### config.mk
export PLATFORM = sky130hd
export DESIGN_NAME = uart_tx_arbiter
export DESIGN_NICKNAME = d
export VERILOG_FILES = /design/src/rtl/uart_pkg.sv /design/src/rtl/rr_select.sv /design/src/rtl/uart_tx_arbiter.sv
export SDC_FILE = /design/constraint.sdc
export NUM_CORES = 1
export LEC_CHECK = 0
export BUFFER_PORTS_ARGS = -buffer_cell sky130_fd_sc_hd__buf_4
export CAP_MARGIN = 20
export CORE_MARGIN = 2
export CORE_UTILIZATION = 37
export DETAILED_ROUTE_END_ITERATION = 8
export HOLD_SLACK_MARGIN = 0.03
export PLACE_DENSITY = 0.73
export SLEW_MARGIN = 20
export SYNTH_ARGS = -nofsm -noshare
export SYNTH_HDL_FRONTEND = slang
export SYNTH_SLANG_ARGS = --single-unit
export TNS_END_PERCENT = 100
### constraint.sdc
create_clock -name clk -period 1.4 [get_ports clk]
set_input_delay 0 -clock clk [delete_from_list [all_inputs] [get_ports clk]]
set_output_delay 0 -clock clk [all_outputs]
set_load 0.005 [all_outputs]
### src/rtl/uart_pkg.sv
// Shared UART definitions: arbiter state encodings and the header word layout,
// used by both the transmit arbiter and the receive-side demux.
package uart_pkg;

    typedef enum logic [1:0] {
        ST_IDLE     = 2'd0,
        ST_HDR_REQ  = 2'd1,
        ST_HDR_WAIT = 2'd2,
        ST_FWD      = 2'd3
    } arb_state_t;

    // The header word carries the source index starting at this bit; all other bits are zero.
    localparam int HDR_ID_LSB = 0;

endpackage

### src/rtl/rr_select.sv
// Combinational round-robin picker: returns the first pending source found
// searching upward from last_grant+1, wrapping modulo NUM_SRC.
module rr_select #(
    parameter int NUM_SRC = 2,
    parameter int IDW     = $clog2(NUM_SRC)
) (
    input  logic [NUM_SRC-1:0] pending,
    input  logic [IDW-1:0]     last_grant,
    output logic               valid,
    output logic [IDW-1:0]     index
);

    localparam logic [IDW:0] N_EXT = (IDW+1)'(NUM_SRC);

    logic [IDW-1:0]     cand [NUM_SRC];
    logic [NUM_SRC-1:0] hit;

    // cand[k] is the source k+1 positions after last_grant
    genvar gi;
    generate
        for (gi = 0; gi < NUM_SRC; gi++) begin : g_cand
            logic [IDW:0] sum;
            assign sum      = {1'b0, last_grant} + (IDW+1)'(gi + 1);
            assign cand[gi] = (sum >= N_EXT) ? IDW'(sum - N_EXT) : sum[IDW-1:0];
            assign hit[gi]  = pending[cand[gi]];
        end
    endgenerate

    always_comb begin
        valid = 1'b0;
        index = '0;
        for (int k = NUM_SRC - 1; k >= 0; k--) begin
            if (hit[k]) begin
                valid = 1'b1;
                index = cand[k];
            end
        end
    end

endmodule

### src/rtl/uart_tx_arbiter.sv
// Round-robin arbiter sharing one UART transmitter among several sources:
// each grant sends a header word (source index) then a fixed-length payload.
module uart_tx_arbiter
    import uart_pkg::*;
#(
    parameter int WORD_SIZE        = 8,
    parameter int NUM_SRC          = 2,
    parameter int WORDS_PER_PACKET = 4
) (
    input  logic                          clk,
    input  logic                          n_reset,
    input  logic [NUM_SRC-1:0]            src_pending,
    input  logic [NUM_SRC*WORD_SIZE-1:0]  src_data,
    input  logic [NUM_SRC-1:0]            src_req,
    output logic [NUM_SRC-1:0]            src_ready,
    input  logic                          uart_ready,
    output logic [WORD_SIZE-1:0]          uart_data,
    output logic                          uart_req,
    output logic [$clog2(NUM_SRC)-1:0]    grant_id,
    output logic                          busy
);

    localparam int IDW = $clog2(NUM_SRC);
    localparam int CW  = $clog2(WORDS_PER_PACKET + 1);
    localparam logic [CW-1:0]  LAST_CNT  = CW'(WORDS_PER_PACKET - 1);
    localparam logic [IDW-1:0] LAST_SRC  = IDW'(NUM_SRC - 1);

    arb_state_t     state_reg, state_next;
    logic [CW-1:0]  cnt_reg, cnt_next;
    logic [IDW-1:0] grant_reg, grant_next;
    logic [IDW-1:0] last_grant_reg, last_grant_next;

    logic           sel_valid;
    logic [IDW-1:0] sel_index;
    logic           fwd_strobe;

    logic [WORD_SIZE-1:0] src_word [NUM_SRC];

    genvar gi;
    generate
        for (gi = 0; gi < NUM_SRC; gi++) begin : g_word
            assign src_word[gi] = src_data[gi*WORD_SIZE +: WORD_SIZE];
        end
    endgenerate

    rr_select #(
        .NUM_SRC (NUM_SRC),
        .IDW     (IDW)
    ) u_rr_select (
        .pending    (src_pending),
        .last_grant (last_grant_reg),
        .valid      (sel_valid),
        .index      (sel_index)
    );

    assign fwd_strobe = (state_reg == ST_FWD) && src_req[grant_reg];

    always_ff @(posedge clk) begin
        if (!n_reset) begin
            state_reg      <= ST_IDLE;
            cnt_reg        <= '0;
            grant_reg      <= '0;
            last_grant_reg <= LAST_SRC;
        end else begin
            state_reg      <= state_next;
            cnt_reg        <= cnt_next;
            grant_reg      <= grant_next;
            last_grant_reg <= last_grant_next;
        end
    end

    always_comb begin
        state_next      = state_reg;
        cnt_next        = cnt_reg;
        grant_next      = grant_reg;
        last_grant_next = last_grant_reg;
        case (state_reg)
            ST_IDLE: begin
                if (sel_valid) begin
                    grant_next = sel_index;
                    state_next = ST_HDR_REQ;
                end
            end
            ST_HDR_REQ: begin
                if (uart_ready) state_next = ST_HDR_WAIT;
            end
            ST_HDR_WAIT: begin
                if (uart_ready) begin
                    state_next = ST_FWD;
                    cnt_next   = '0;
                end
            end
            ST_FWD: begin
                // The final strobe leaves FWD, so a request on the following cycle is never seen
                if (fwd_strobe) begin
                    cnt_next = cnt_reg + CW'(1);
                    if (cnt_reg == LAST_CNT) begin
                        state_next      = ST_IDLE;
                        last_grant_next = grant_reg;
                    end
                end
            end
            default: state_next = ST_IDLE;
        endcase
    end

    always_comb begin
        uart_req  = 1'b0;
        uart_data = '0;
        src_ready = '0;
        busy      = (state_reg != ST_IDLE);
        case (state_reg)
            ST_HDR_REQ: begin
                uart_req  = uart_ready;
                uart_data = WORD_SIZE'(grant_reg) << HDR_ID_LSB;
            end
            ST_FWD: begin
                src_ready[grant_reg] = uart_ready;
                uart_req             = src_req[grant_reg];
                uart_data            = src_word[grant_reg];
            end
            default: ;
        endcase
    end

    assign grant_id = grant_reg;

endmodule

==> metrics <==
Final Net Count 148; grt total ovfl 0; hpwl dp 1300 µm; Netlist cell types 24; Placeable Area 0.00151 mm²; Post-Synth Simple-Gate Area 19.9%; Worst EP arrival 1.50 ns; Synth Area in XOR/XNOR 0%; drt total wl 1760 µm; Crit Path Category reg2reg; Yosys reg bits 7; reg-to-reg slack, setup 0.04 ns; Worst-Margin Slew 0.210 ns; Post-synth EDFFs 0; initial antenna violation count 0; Cell Area, Synth 598 µm²; crit start category flop; top post-synthesis cells by area dfxtp_1 (23%), mux2i_1 (20%), ha_1 (13%); critical path, cell by cell inv_4 > ha_4 > mux2_4 > o21a_4 > mux2i_1 > and2_1; leading area contributor after synthesis dfxtp_1; P&R area growth vs syn 76.4%; first-pass GRT wire length 2640 µm; proportion of synthesized area in mux cells 24.5%; final worst-path cycle share 97.3%; clk sinks 7; Sequential Area 150 µm²; largest net degree at the start of global routing 14; clock root buffer clkbuf_4; IO Count 36; Max FO, Critical Path 3; worst hold path class in2reg; Leak 0.486 nW; share of post-route cells with drive strength above 1 55.1%; most common cell in the synthesized netlist mux2i_1; Die ar. 0.00195 mm²; Final ANT Viol Nets 0; warning count from the yosys run 0; adder-cell share of the synthesized area 12.6%; CTS buffer count 3; Seq/Total Area, Yosys 23.4%; Yosys top cell area share 23.4%; clock latency on the worst-skew pair 0.25 ns; Fin Clk Skew 0.00478 ns; # fillers 129; multi-input logic area 489 µm²; Via density 5.16; Iter 0 DRT Violations 6; Remaining DRCs 0; IO buf count 35; MaxCap Viol Count 0; Synth Area per Inst 8.42 µm²; Max Root-Sink Buffers 2; Power Dens Cells 1210 mW/mm²; worst hold slack 0.0455 ns; status completed; Max-slew headroom 86.0%; Largest register FFs 3; Starting Density 39.7%; setup TNS 0 ns; commonest cells in the netlist mux2i_1 (12), nor2_1 (11), dfxtp_1 (7), ha_1 (6), nand2_1 (6); R2R depth 6; compound-gate portion of the synthesized area 15.1%; Core Rows 14; n_diodes 0; CP endpoint kind flop; vias in the first global route 662; RSZ-0062 raised after global routing true; Synth Instances 71; r2r startpoint state_reg[0]$_SDFFE_PN0P_; drt pass-1 iters 4; CTS tree built; clk slew on worst S/H paths 0.05 ns; Async S/R FF share, synth 0%; Final Hold Viols 0; Die H 44.2 µm; cell at the slowest stage of the critical path dfxtp_4; via count 691; peak supply drop 0.964 mV; prevailing post-synth register cell dfxtp_1; fmax 734 MHz; mean routed wirelength per cell 13.1 µm; worst path bufs/invs 1; critical path's top delay family multiplexers; Worst EP required 1.54 ns; hold path startpoint src_pending[1]; GPL Wtd Cong 0.736; htree depth 1; GRT Util Overall 18.3%; Hold EP grant_id$_SDFFE_PN0P_; Max Slew Vio Count 0; Die Span X 44.2 µm; fin crit period 1.36 ns; slowest stage delay, CP 0.38 ns; hold path depth 3; R2R Path End cnt_reg[2]$_SDFFE_PN0P_; syn_nets 100; final setup fails 0; main combinational cell family by area after synthesis multiplexers
-- kinds of logic (layout without fill, tap and decap cells) --
logic type | count (synthesis) | count (layout)
AND/OR/NAND/NOR | 26 | 26
AO/OA/AOI/OAI | 11 | 11
adder cells (fa/ha/maj) | 6 | 6
buffers and inverters | 7 | 54
flip-flops | 7 | 7
multiplexers | 14 | 14
-- final cells by class --
cell class	count	area share (%)
clock buffers	4	2.49
inverters	5	2.02
flip-flops and latches	7	14.2
repair buffers	45	33.0
multi-input cells	57	46.4
well taps	16	1.90
-- tightest hold or removal path, stage by stage --
cell and delay, ns:
buf_4 0.08, a32oi_1 0.08, nor2b_1 0.10
-- per-layer routing --
metal	share of wire, %	GRT usage [%]	wire length, µm	vias up
met5	0	0	0	-
met2	49	34.1	864	34
li1	-	-	-	343
met1	39	18.1	688	310
met3	10	5.31	177	4
met4	1.6	9.09	29	0
-- cells in the final DEF (no fill, tap or decap), drive strengths merged --
| master | netlist | routed |
|---|---|---|
| buf | 1 | 44 |
| mux2i | 12 | 12 |
| nor2 | 11 | 11 |
| dfxtp | 7 | 7 |
| nand2 | 6 | 6 |
| ha | 6 | 6 |
| inv | 5 | 5 |
| clkbuf | 1 | 4 |
| nor2b | 3 | 3 |
| a21oi | 3 | 3 |
| mux2 | 2 | 2 |
| and2 | 2 | 2 |
| o21a | 2 | 2 |
| nand2b | 2 | 2 |
| and3 | 1 | 1 |
| a22o | 1 | 1 |
| o221ai | 1 | 1 |
| o31a | 1 | 1 |
| a32oi | 1 | 1 |
| nand3 | 1 | 1 |
| a31oi | 1 | 1 |
| o21ai | 1 | 1 |
| dlygate4sd3 | 0 | 1 |
-- metrics by stage --
step                util [%]  std cells  instance area, µm²  power, mW  setup slack (ns)
CTS                     65.3        132                 983       1.16          0.000802
global placement        61.4        127                 925      0.909          -0.00283
detailed placement      61.4        127                 925      0.921           -0.0404
global route            70.0        134                1050       1.38           -0.0323
floorplan                  -         71                 598      0.639           0.00790
finish                  70.0        134                1050       1.28            0.0376
-- how the worst max path moves through the flow --
stage                                    from                         to  slack [ns]  cells after the start
floorplan           state_reg[0]$_SDFFE_PN0P_    cnt_reg[2]$_SDFFE_PN0P_       0.008                      6
global placement    state_reg[0]$_SDFFE_PN0P_    cnt_reg[2]$_SDFFE_PN0P_      -0.003                      6
detailed placement  state_reg[0]$_SDFFE_PN0P_    cnt_reg[2]$_SDFFE_PN0P_       -0.04                      6
CTS                 state_reg[1]$_SDFFE_PN0P_               uart_data[5]      0.0008                      5
global route          cnt_reg[1]$_SDFFE_PN0P_  state_reg[1]$_SDFFE_PN0P_       -0.03                      6
finish              state_reg[0]$_SDFFE_PN0P_    cnt_reg[2]$_SDFFE_PN0P_        0.04                      6
-- repair_timing --
item | CTS | global route
gates cloned | 0 | 0
hold endpoints to repair | 2 | 0
gates resized for setup | 7 | 16
buffers inserted | 0 | 2
hold buffers | 1 | 0
pin swaps | 0 | 3
setup endpoints to repair | 12 | 15
-- power by group --
part / switching [mW] / internal (mW) / total [mW] / leakage (nW)
Sequential: 0.0569 / 0.250 / 0.307 / 0.0594
Combinational: 0.338 / 0.450 / 0.787 / 0.412
Clock: 0.0744 / 0.109 / 0.183 / 0.0150
Total: 0.469 / 0.808 / 1.28 / 0.486
(Power assumes the default switching activity.)
